===== config.mk =====
export PLATFORM = sky130hd
export DESIGN_NAME = ntt_stream_frontend
export DESIGN_NICKNAME = d
export VERILOG_FILES = /design/src/rtl/ntt_pkg.sv /design/src/rtl/ntt_skid_fifo.sv /design/src/rtl/ntt_stream_frontend.sv
export SDC_FILE = /design/constraint.sdc
export NUM_CORES = 1
export LEC_CHECK = 0
export BUFFER_PORTS_ARGS = -buffer_cell sky130_fd_sc_hd__buf_2
export CAP_MARGIN = 10
export CORE_MARGIN = 3
export CORE_UTILIZATION = 29
export CTS_BUF_LIST = sky130_fd_sc_hd__clkbuf_8
export CTS_CLUSTER_DIAMETER = 80
export DETAILED_ROUTE_END_ITERATION = 8
export SLEW_MARGIN = 20
export SYNTH_ARGS = -nofsm -noshare
export SYNTH_HDL_FRONTEND = slang
export SYNTH_SLANG_ARGS = --single-unit

===== constraint.sdc =====
create_clock -name clk -period 3.85 [get_ports clk]
set_input_delay 0.1925 -clock clk [delete_from_list [all_inputs] [get_ports clk]]
set_output_delay 0.1925 -clock clk [all_outputs]
set_load 0.005 [all_outputs]

===== src/rtl/ntt_pkg.sv =====
// Shared types and helpers for the NTT streaming frontend.
package ntt_pkg;

  localparam int NTT_N           = 256;
  localparam int NTT_ADDR_WIDTH  = 8;
  localparam int NTT_COEFF_WIDTH = 12;
  localparam int BITREV_MAX_W    = 16;

  typedef enum logic [1:0] {
    ST_LOAD,
    ST_RUN,
    ST_UNLOAD
  } fe_state_t;

  // Reverses the low w bits of v; callers pass v zero-extended from w bits.
  function automatic logic [BITREV_MAX_W-1:0] bit_reverse(input logic [BITREV_MAX_W-1:0] v,
                                                           input int w);
    logic [BITREV_MAX_W-1:0] r;
    r = {<<{v}};
    return r >> (BITREV_MAX_W - w);
  endfunction

endpackage


===== src/rtl/ntt_skid_fifo.sv =====
// Two-entry FIFO buffering RAM read data ahead of the output stream.
// Head is visible combinationally; a push into a full FIFO is dropped unless a pop frees a slot.
module ntt_skid_fifo #(
  parameter int WIDTH = 13
) (
  input  logic             i_clk,
  input  logic             i_rst,
  input  logic             i_push,
  input  logic [WIDTH-1:0] i_push_dat,
  input  logic             i_pop,
  output logic [WIDTH-1:0] o_head,
  output logic [1:0]       o_count,
  output logic             o_full,
  output logic             o_empty
);

  logic [WIDTH-1:0] r_mem [2];
  logic             r_wr_ptr;
  logic             r_rd_ptr;
  logic [1:0]       r_count;
  logic             w_push;
  logic             w_pop;

  assign o_count = r_count;
  assign o_full  = (r_count == 2'd2);
  assign o_empty = (r_count == 2'd0);
  assign o_head  = r_mem[r_rd_ptr];
  assign w_pop   = i_pop && !o_empty;
  assign w_push  = i_push && (!o_full || w_pop);

  always_ff @(posedge i_clk or posedge i_rst) begin
    if (i_rst) begin
      r_mem[0] <= '0;
      r_mem[1] <= '0;
      r_wr_ptr <= 1'b0;
      r_rd_ptr <= 1'b0;
      r_count  <= 2'd0;
    end else begin
      if (w_push) begin
        r_mem[r_wr_ptr] <= i_push_dat;
        r_wr_ptr        <= ~r_wr_ptr;
      end
      if (w_pop) r_rd_ptr <= ~r_rd_ptr;
      case ({w_push, w_pop})
        2'b10:   r_count <= r_count + 2'd1;
        2'b01:   r_count <= r_count - 2'd1;
        default: r_count <= r_count;
      endcase
    end
  end

endmodule


===== src/rtl/ntt_stream_frontend.sv =====
// Loads N coefficients into the NTT RAM, runs ntt_control, streams results out.
// Input beat written same cycle; first output 2 cycles into UNLOAD, 1 beat/cycle; out stalls hold data.
module ntt_stream_frontend
  import ntt_pkg::*;
#(
  parameter int   N           = NTT_N,
  parameter int   ADDR_WIDTH  = NTT_ADDR_WIDTH,
  parameter int   COEFF_WIDTH = NTT_COEFF_WIDTH,
  parameter logic BITREV_IN   = 1'b0,
  parameter logic BITREV_OUT  = 1'b0
) (
  input  logic                   clk,
  input  logic                   rst,
  input  logic                   in_valid,
  output logic                   in_ready,
  input  logic [COEFF_WIDTH-1:0] in_data,
  input  logic                   in_last,
  output logic                   out_valid,
  input  logic                   out_ready,
  output logic [COEFF_WIDTH-1:0] out_data,
  output logic                   out_last,
  output logic                   ntt_start,
  input  logic                   ntt_done,
  output logic                   mem_owner,
  output logic [ADDR_WIDTH-1:0]  mem_addr,
  output logic [COEFF_WIDTH-1:0] mem_wdata,
  output logic                   mem_we,
  output logic                   mem_re,
  input  logic [COEFF_WIDTH-1:0] mem_rdata,
  output logic                   frame_err
);

  localparam int              CNT_W     = ADDR_WIDTH + 1;
  localparam logic [CNT_W-1:0] LAST_IDX  = CNT_W'(N - 1);
  localparam logic [CNT_W-1:0] NUM_BEATS = CNT_W'(N);

  fe_state_t              r_state, w_state_nxt;
  logic [CNT_W-1:0]       r_cnt, r_rcnt;
  logic                   r_in_rdy, r_rd_pend, r_pend_last, r_frame_err;
  logic                   w_in_hs, w_cnt_last, w_issue, w_out_hs, w_head_last;
  logic [1:0]             w_fifo_cnt, w_credit_used;
  logic                   w_full, w_empty;
  logic [COEFF_WIDTH:0]   w_head;
  logic [ADDR_WIDTH-1:0]  w_wr_addr, w_rd_addr;

  assign w_in_hs     = (r_state == ST_LOAD) && in_valid && r_in_rdy;
  assign w_cnt_last  = (r_cnt == LAST_IDX);
  assign w_head_last = w_head[COEFF_WIDTH];
  assign w_out_hs    = !w_empty && out_ready;

  assign w_wr_addr = BITREV_IN ?
      ADDR_WIDTH'(bit_reverse(BITREV_MAX_W'(r_cnt[ADDR_WIDTH-1:0]), ADDR_WIDTH)) :
      r_cnt[ADDR_WIDTH-1:0];
  assign w_rd_addr = BITREV_OUT ?
      ADDR_WIDTH'(bit_reverse(BITREV_MAX_W'(r_rcnt[ADDR_WIDTH-1:0]), ADDR_WIDTH)) :
      r_rcnt[ADDR_WIDTH-1:0];

  // Credits count the slot freed by this cycle's pop so a held-ready sink sees 1 beat/cycle.
  assign w_credit_used = w_fifo_cnt - {1'b0, w_out_hs} + {1'b0, r_rd_pend};
  assign w_issue = (r_state == ST_UNLOAD) && (r_rcnt < NUM_BEATS) &&
                   (w_credit_used < 2'd2) && !(w_full && !w_out_hs);

  assign in_ready  = r_in_rdy;
  assign frame_err = r_frame_err;
  assign out_valid = !w_empty;
  assign out_data  = w_empty ? '0 : w_head[COEFF_WIDTH-1:0];
  assign out_last  = !w_empty && w_head_last;

  ntt_skid_fifo #(.WIDTH(COEFF_WIDTH + 1)) u_fifo (
    .i_clk      (clk),
    .i_rst      (rst),
    .i_push     (r_rd_pend),
    .i_push_dat ({r_pend_last, mem_rdata}),
    .i_pop      (w_out_hs),
    .o_head     (w_head),
    .o_count    (w_fifo_cnt),
    .o_full     (w_full),
    .o_empty    (w_empty)
  );

  always_comb begin
    w_state_nxt = r_state;
    ntt_start   = 1'b0;
    mem_owner   = 1'b1;
    mem_we      = 1'b0;
    mem_re      = 1'b0;
    mem_addr    = '0;
    mem_wdata   = '0;
    unique case (r_state)
      ST_LOAD: begin
        if (w_in_hs) begin
          mem_we    = 1'b1;
          mem_wdata = in_data;
          mem_addr  = w_wr_addr;
          if (w_cnt_last) w_state_nxt = ST_RUN;
        end
      end
      ST_RUN: begin
        mem_owner = 1'b0;
        ntt_start = 1'b1;
        if (ntt_done) w_state_nxt = ST_UNLOAD;
      end
      ST_UNLOAD: begin
        if (w_issue) begin
          mem_re   = 1'b1;
          mem_addr = w_rd_addr;
        end
        if (w_out_hs && w_head_last) w_state_nxt = ST_LOAD;
      end
      default: w_state_nxt = ST_LOAD;
    endcase
  end

  always_ff @(posedge clk or posedge rst) begin
    if (rst) begin
      r_state     <= ST_LOAD;
      r_cnt       <= '0;
      r_rcnt      <= '0;
      r_in_rdy    <= 1'b0;
      r_rd_pend   <= 1'b0;
      r_pend_last <= 1'b0;
      r_frame_err <= 1'b0;
    end else begin
      r_state     <= w_state_nxt;
      r_in_rdy    <= (w_state_nxt == ST_LOAD);
      r_rd_pend   <= w_issue;
      r_pend_last <= w_issue && (r_rcnt == LAST_IDX);
      if (w_in_hs) begin
        r_cnt <= w_cnt_last ? '0 : r_cnt + 1'b1;
        if (in_last != w_cnt_last) r_frame_err <= 1'b1;
      end
      if (w_out_hs && w_head_last) r_rcnt <= '0;
      else if (w_issue)            r_rcnt <= r_rcnt + 1'b1;
    end
  end

endmodule


Word-level counts from Yosys, hierarchy flattened
Cells that the tools add are included.
{"block": "word_totals", "in_bits": 30, "out_inout_bits": 40, "romBits": 0, "mem_bits_rw": 0, "wordCells": 86, "ff_bits": 54, "latch_bits": 0, "n_memories": 0}
{"block": "op_classes", "addsub": 6, "n_lt_le_gt_ge": 5, "n_shift": 0, "mux": 27, "multipliers": 0, "eq_ne": 8, "n_reduce_logical": 24, "div": 0, "n_bitwise": 4}
{"cell": "13-bit 2-to-1 mux", "count": 4}
{"cell": "12-bit 2-to-1 mux", "count": 3}
{"cell": "9-bit 2-to-1 mux", "count": 3}
{"cell": "26-bit bitwise mux", "count": 1}
{"cell": "9-bit by 1-bit adder with 9-bit output, second input constant", "count": 2}
{"cell": "9-bit by 8-bit equality test with 1-bit output, second input constant", "count": 2}
{"cell": "8-bit 2-to-1 mux", "count": 2}
{"cell": "8-bit case mux with 2 select lines", "count": 1}
{"cell": "13-bit demux with 1-bit select", "count": 1}
{"cell": "1-bit logical AND", "count": 13}
{"cell": "9-bit less-than comparator, second input constant", "count": 1}
{"cell": "2-bit 2-to-1 mux", "count": 4}
{"cell": "2-bit equality test, second input constant", "count": 3}
{"cell": "2-bit logical NOT", "count": 3}
{"cell": "1-bit 2-to-1 mux", "count": 6}
{"cell": "2-bit case mux with 3 select lines", "count": 1}
{"cell": "2-bit by 1-bit equality test with 1-bit output, second input constant", "count": 2}
{"cell": "2-bit greater-or-equal comparator, second input constant", "count": 2}
{"cell": "1-bit logical NOT", "count": 4}
{"cell": "1-bit inverter with 2-bit output", "count": 2}
{"cell": "2-bit case mux with 2 select lines", "count": 1}
{"cell": "2-bit nonzero test", "count": 2}
{"cell": "2-bit by 1-bit adder with 2-bit output", "count": 1}
{"cell": "2-bit by 1-bit adder with 2-bit output, second input constant", "count": 1}
{"cell": "other kinds (8)", "count": 9}

Depth between registers and ports, before layout
Gate-level depths: netlist (run 1).
{"block": "logic_depth", "word_depth": 10, "depth_mapped": 7}

Modules after synthesis
A second synthesis (run 1) with hierarchy kept.
{"block": "hier_totals", "hier_cells": 260, "hier_area_um2": 3022.9}
{"mod": "ntt_stream_frontend", "instances": 1, "cells_per_inst": 164, "area_each_um2": 1560.2}
{"mod": "ntt_skid_fifo", "instances": 1, "cells_per_inst": 96, "area_each_um2": 1462.7}

Worst setup path before layout (run 1)
No wires, ideal clock.
{"block": "synth_path", "path_type": "flip-flop to flip-flop", "startpoint": "reg u_fifo.r_count[0], in the netlist u_fifo.o_count[0]", "endpoint": "reg u_fifo.r_mem[0] (netlist name)", "slack_ns": 2.089, "arrival_ns": 1.636, "period_less_slack_ns": 1.761, "path_stages_with_launch": 8, "setup_time_ns": 0.125, "cell_sequence": "dfrtp_1 clkbuf_1 nand2b_1 o21ai_1 inv_1 nand2_1 buf_2 mux2_2"}
{"block": "synth_via", "elab_chain_len": 6, "word_cells_on_any_way": 8, "cone_classes": "eq/ne: 1; reduce/logical: 7"}
{"item": "start: declaration", "line_no": "ntt_skid_fifo.sv:20", "text": "logic [1:0] r_count;"}
{"item": "start signal: assignment", "line_no": "ntt_skid_fifo.sv:45", "text": "2'b10: r_count <= r_count + 2'd1;"}
{"item": "start signal: assignment", "line_no": "ntt_skid_fifo.sv:46", "text": "2'b01: r_count <= r_count - 2'd1;"}
{"item": "start signal: assignment", "line_no": "ntt_skid_fifo.sv:47", "text": "default: r_count <= r_count;"}
{"item": "2-bit logical NOT", "line_no": "ntt_skid_fifo.sv:26", "text": "assign o_empty = (r_count == 2'd0);"}
{"item": "1-bit logical NOT", "line_no": "ntt_skid_fifo.sv:28, ntt_stream_frontend.sv:49"}
{"item": "1-bit logical AND", "line_no": "ntt_stream_frontend.sv:49", "text": "assign w_out_hs = !w_empty && out_ready;"}
{"item": "1-bit logical AND", "line_no": "ntt_skid_fifo.sv:28", "text": "assign w_pop = i_pop && !o_empty;"}
{"item": "1-bit logical OR (*)", "line_no": "ntt_skid_fifo.sv:29", "text": "assign w_push = i_push && (!o_full || w_pop);"}
{"item": "1-bit logical AND (*)", "line_no": "ntt_skid_fifo.sv:29"}
{"item": "end signal: indexed assignment", "line_no": "ntt_skid_fifo.sv:40", "text": "r_mem[r_wr_ptr] <= i_push_dat;"}
{"item": "end: declaration", "line_no": "ntt_skid_fifo.sv:17", "text": "logic [WIDTH-1:0] r_mem [2];"}
Mark *: on every way between the ends. The rest lies on a longest branch, timed or not.
A chain may end at the register's enable or synchronous reset.

Worst setup path after layout (run 1)
{"block": "layout_path", "startpoint": "reg r_rd_pend", "endpoint": "out mem_addr[5]"}
{"block": "layout_via", "elab_chain_len": 6}
{"item": "start: declaration", "line_no": "ntt_stream_frontend.sv:39", "text": "logic r_in_rdy, r_rd_pend, r_pend_last, r_frame_err;"}
{"item": "start signal: assignment", "line_no": "ntt_stream_frontend.sv:126", "text": "r_rd_pend <= w_issue;"}
{"item": "2-bit by 1-bit adder with 2-bit output", "line_no": "ntt_stream_frontend.sv:59", "text": "assign w_credit_used = w_fifo_cnt - {1'b0, w_out_hs} + {1'b0, r_rd_pend};"}
{"item": "2-bit less-than comparator", "line_no": "ntt_stream_frontend.sv:61", "text": "(w_credit_used < 2'd2) && !(w_full && !w_out_hs);"}
{"item": "1-bit logical AND", "line_no": "ntt_stream_frontend.sv:60", "text": "assign w_issue = (r_state == ST_UNLOAD) && (r_rcnt < NUM_BEATS) &&"}
{"item": "1-bit logical AND", "line_no": "ntt_stream_frontend.sv:61"}
{"item": "8-bit 2-to-1 mux", "line_no": "ntt_stream_frontend.sv:104", "text": "if (w_issue) begin"}
{"item": "8-bit case mux with 2 select lines", "line_no": "ntt_stream_frontend.sv:89", "text": "unique case (r_state)"}
{"item": "end: declaration", "line_no": "ntt_stream_frontend.sv:25", "text": "output logic [ADDR_WIDTH-1:0] mem_addr,"}
No other way between the ends.

==> results by group, run 1 <==
Worst setup path
  • Worst Path Max Fanout: 15
  • Critical setup path kind: flip-flop to primary output
  • Flop2flop setup slack: 1770 ps
  • Crit path launch: r_rd_pend
  • Reg2reg end: r_state[1]
  • Critical path startpoint category: flip-flop
  • Element type at the critical path end: primary output
  • R2R Path Start: u_fifo.r_rd_ptr
  • Worst reg2reg path depth: 4
  • WP data arrival: approximately 2100 ps
  • CP required: 3660 ps
  • Critical Path End: mem_addr[5]

Worst hold path
  • HP Class: input pin to asynchronous set/reset pin

Routing
  • Post-route DRC: 0
  • Number of routed nets with antenna violations: 0
  • Vias: 1,960
  • Vias per inst: around 4.7
  • Drt wl/cell: 13.4 um
  • Routed wire length: ~5.6 mm
  • DR pass1 iterations: 4
  • DRT iter0 DRCs: 76

Power and ir drop
  • Lkg Pwr: 1.61 nW
  • Power per cell area: about 340 mW/mm^2
  • VDD IR max: 0.239 mV

Synth
  • Main flop type after synthesis: dfrtp_1
  • Async set or reset register ratio after synthesis: 1.00
  • Synth top area share: 0.502
  • Post-Syn Nets: roughly 270
  • Yosys reg bits: 54
  • Yosys warnings: 0
  • Unique masters post-synth: 37
  • Area leader, netlist: dfrtp_1
  • Synthesized instance count: 239
  • Syn_area_per_cell: 11.3 sq um
  • Post-synth EDFFs: 0
  • Seq/Total Area, Yosys: 0.502
  • Synth top cells by count: dfrtp_1, mux2_2, nor2_1, mux2i_1, and2_1
  • Top-count cell post-synth: dfrtp_1
  • Top post-synthesis cells by area: dfrtp_1, mux2_2, mux2i_1
  • Cell Area, Synth: 0.00269 sq mm

STA
  • Layout Skew: just under 10 ps
  • RSZ-0062 raised after global routing: no
  • Peak Freq: approximately 430 MHz
  • Worst-Margin Slew: approximately 1000 ps
  • Final Cycle Share: 0.601
  • Final Setup Violations: 0
  • Final setup margin: around 1500 ps
  • Final Hold Vio Count: 0
  • Slew HR: 0.326
  • Post-route minimum period: 2310 ps
  • Final setup TNS: 0 ps
  • Max Transition Viols Final: 0

Final layout
  • Seq. cell area: 0.00135 sq mm
  • Fin nets: 341
  • Antenna cell count: 0
  • Filler cells: between 900 and 1,000
  • Area Growth Syn to Fin: 20.9%
  • Share of layout cells above drive strength 1: 0.370
  • Final instance area: around 0.0033 sq mm
  • Multi-input logic area: 0.00128 sq mm

Clock tree
  • Clock transition at path regs: 100 ps
  • CTS tree: done
  • CTS buffer count: 5
  • Cts hold-fix bufs: 0
  • H-Tree Level Count: 2
  • Post_cts resized: 0
  • Root Buffer: clkbuf_8
  • Post-CTS setup buffers: 0
  • Max Buffers Root-to-Sink: 2
  • Clk sinks: 54
  • Worst-Skew Late Latency: 310 ps

Die
  • Die width: between 100 and 150 um
  • CORE AREA: 0.00889 sq mm
  • Initial Util: 0.303
  • Die Height: 102 um
  • FP Rows: 34
  • Ports: 70
  • Die area: 0.0105 sq mm

Place
  • GP Congestion: roughly 0.76
  • Port bufs: 69
  • Dpl cell area: 0.00315 sq mm
  • Dpl hpwl: just over 4 mm
  • Place WS: 1710 ps

GRT
  • Grt ovf: 0
  • Largest net degree at the start of global routing: 55
  • Vias in the first global route: 1,972
  • Global-route usage over all layers: 0.114
  • Initial antenna violation count: 0
  • First-pass GRT wire length: about 9.6 mm

Job
  • Max Cap Viol: 0

Outcome
  • Status: finished clean
-- layer usage --
layer / track usage / vias up / routed length, um
met2: 0.181 / 70 / 2450
met3: 0.0253 / 3 / 355
met1: 0.160 / 921 / 2730
met5: 0 / - / 0
li1: - / 966 / -
met4: 0.0212 / 0 / 21
-- worst min-delay path by stage --
| stage | cells after the start | to | slack, ps | startpoint |
|---|---|---|---|---|
| global route | 2 | u_fifo.r_mem[10] | 120 | mem_rdata[10] |
| finish | 3 | r_rcnt[4] | 70 | rst |
| floorplan | 1 | r_state[1] | 310 | ntt_done |
| CTS | 3 | r_rcnt[4] | 90 | rst |
| global placement | 2 | r_state[1] | 420 | ntt_done |
| detailed placement | 2 | r_state[1] | 420 | ntt_done |
-- cells in the final DEF (no fill, tap or decap), types with 2 or more instances in the layout --
cell / instances
o21ai_1: 2
or3_1: 3
nand4_1: 3
xor2_1: 5
mux2_2: 26
nor2b_1: 3
xnor2_1: 9
inv_1: 7
a21o_1: 2
ha_1: 4
buf_2: 69
nand2b_1: 3
nor2_1: 24
buf_4: 2
nand3_1: 3
a22o_1: 8
and2_1: 15
dfrtp_1: 54
a21oi_1: 7
mux2i_1: 16
clkbuf_8: 6
clkinv_4: 2
nand2_1: 8
o21ai_0: 6
o2111ai_1: 2
o21a_1: 3
nor3_1: 2
-- through the flow --
stage	std cells	util	total power, mW	hold slack, ps
finish	416	0.366	1.09	65.1
global route	416	0.366	1.15	122
CTS	416	0.366	1.11	91.4
global placement	408	0.355	0.769	417
floorplan	239	-	0.711	309
detailed placement	408	0.355	0.772	423
-- worst max-delay path, stage by stage (launching register included) --
cell and delay (ps):
dfrtp_1 420, nand2b_1 150, a21oi_1 360, o21a_1 520
a22o_1 250, buf_2 120
-- where the power goes --
part | switching [mW] | internal [mW] | leakage (nW)
logic | 0.0623 | 0.0671 | 0.831
registers | 0.0355 | 0.594 | 0.728
clock network | 0.185 | 0.148 | 0.0514
-- logic make-up (layout without fill, tap and decap cells) --
group | count (synthesis) | in the layout | synth area share
buf+inv | 18 | 87 | 0.0265
mux | 42 | 42 | 0.168
xor+xnor | 14 | 14 | 0.0455
compound gates | 33 | 33 | 0.0859
fa+ha+maj | 4 | 4 | 0.0186
flops | 54 | 54 | 0.502
simple gates | 74 | 74 | 0.154
-- state kept, by name (all words and copies together), names as in the netlist --
name	count
frame_err	1
in_ready	1
r_cnt	9
r_pend_last	1
r_rcnt	9
r_rd_pend	1
r_state	2
u_fifo.o_count	2
u_fifo.r_mem	26
u_fifo.r_rd_ptr	1
u_fifo.r_wr_ptr	1
-- layout make-up --
cell class,instances,area share
Inverter,8,0.00922
Clock inverter,2,0.00538
Tap cell,108,0.0415
Multi-Input combinational cell,167,0.393
Clock buffer,6,0.0254
Sequential cell,54,0.415
Timing Repair Buffer,71,0.111
(Power assumes the default switching activity.)
==> run 2, diff against run 1 <==
==> constraint.sdc (replaced) <==
create_clock -name clk -period 2.2 [get_ports clk]
set_input_delay 0.11 -clock clk [delete_from_list [all_inputs] [get_ports clk]]
set_output_delay 0.11 -clock clk [all_outputs]
set_load 0.005 [all_outputs]
==> results by group, run 2 (synthesis gave the netlist of run 1 again) <==
Power and ir drop
  • Power per cell area: 580 mW/mm^2
  • VDD IR max: 0.381 mV
  • Lkg Pwr: ~1.7 nW
  • Total power: 1.94 mW

Place
  • Place WS: 339 ps
  • Dpl hpwl: 4.32 mm
  • Dpl cell area: 0.00323 sq mm
  • GP Congestion: 0.811
  • Port bufs: 69
  • Placed cells: 417

Final layout
  • Fin nets: 351
  • Antenna cell count: 0
  • Post-Layout Cell Count: 426
  • Number of flip-flops in the largest register: 26
  • Filler cells: 875
  • Area Growth Syn to Fin: 24.1%
  • Top reg by flops: u_fifo.r_mem
  • Commonest cells after routing, fill and taps aside: buf_2, dfrtp_1, mux2_2, nor2_1, mux2i_1
  • Final instance area: approximately 0.0033 sq mm
  • Multi-input logic area: 0.00128 sq mm
  • Final Util: 0.376
  • Seq. cell area: 0.00135 sq mm
  • Largest registers: u_fifo.r_mem: 26 flops, r_cnt: 9 flops, r_rcnt: 9 flops
  • Most common cell after layout, fill and taps aside: buf_2
  • Share of layout cells above drive strength 1: 0.387

STA
  • Final Hold Vio Count: 0
  • Final setup TNS: 0 ps
  • Post-route minimum period: 2040 ps
  • Final Setup Violations: 0
  • Worst-Margin Slew: 564 ps
  • Layout Skew: ~9 ps
  • Peak Freq: slightly below 500 MHz
  • Final Cycle Share: 0.925
  • Max Transition Viols Final: 0
  • RSZ-0062 raised after global routing: no
  • Final setup margin: ~160 ps
  • Slew HR: 0.623
  • Hold Slack: 14.3 ps

Clock tree
  • Worst-Skew Late Latency: 310 ps
  • Root Buffer: clkbuf_8
  • Max Buffers Root-to-Sink: 2
  • H-Tree Level Count: 2
  • CTS buffer count: 5
  • CTS tree: done
  • Clk sinks: 54
  • Clock transition at path regs: around 100 ps

Routing
  • Vias: 1,974
  • Vias per inst: 4.63
  • DRT iter0 DRCs: 68
  • Drt wl/cell: around 14 um
  • Number of routed nets with antenna violations: 0
  • DR pass1 iterations: 4
  • Routed wire length: 5.79 mm
  • Post-route DRC: 0

Die
  • Ports: 70
  • CORE AREA: 0.00889 sq mm
  • Initial Util: 0.303
  • Die Height: 102 um
  • Die width: 102 um
  • Die area: between 0.01 and 0.015 sq mm
  • FP Rows: 34

Worst setup path
  • R2R Path Start: r_cnt[3]
  • Element type at the critical path end: primary output
  • Critical path startpoint category: flip-flop
  • Crit path launch: r_rd_pend
  • WP data arrival: 1930 ps
  • CP required: 2090 ps
  • Critical setup path kind: flip-flop to primary output
  • Worst reg2reg path depth: 5
  • Worst Path Max Fanout: 15

GRT
  • Initial antenna violation count: 0
  • Vias in the first global route: 2,055
  • First-pass GRT wire length: between 9 and 10 mm
  • Global-route usage over all layers: 0.114
  • Largest net degree at the start of global routing: 31
  • Grt ovf: 0

Worst hold path
  • Hold Path Stages: 2
  • Critical hold path startpoint: ntt_done
  • HP Class: input pin to flip-flop

Outcome
  • Status: finished clean

Job
  • Max Cap Viol: 0
[run 2: worst paths after layout]
path | slack (ps) | to
setup / recovery | 160 | mem_addr[2]
hold / removal | 10 | r_state[1]
setup reg to reg | 340 | r_state[0]
hold reg to reg | 480 | frame_err
max in group asynchronous | 1170 | r_rcnt[1]
min in group asynchronous | 400 | u_fifo.r_mem[25]
[run 2: routing by layer]
metal / track usage / part of all wire / vias up
li1: - / - / 985
met1: 0.157 / 0.50 / 921
met2: 0.184 / 0.44 / 66
met3: 0.0307 / 0.062 / 2
met4: 0.0151 / 0.0017 / 0
met5: 0 / 0 / -
[run 2: cell type report]
type,count,share of cell area
clock buffer,5,0.0206
clock inverter,3,0.00861
inverter,8,0.00899
multi-input combinational,167,0.382
sequential,54,0.404
tap,108,0.0404
timing repair buffer,81,0.135
[run 2: what timing repair did]
action | CTS | global route
setup buffers | 0 | 0
endpoints found under the setup margin | 6 | 0
resized for setup | 1 | 0
endpoints found under the hold margin | 24 | 0
hold buffers | 1 | 0
[run 2: report_power, final]
group          total, mW  switching (mW)  internal (mW)
clock network      0.603           0.363          0.239
logic              0.228           0.108          0.120
registers           1.11          0.0677           1.04
[run 2: critical path, cell delays in order (launching register included)]
cell and delay [ps]:
dfrtp_1 410, nand2b_1 150, a21oi_1 330, o21a_2 390, a22o_1 220, buf_2 110
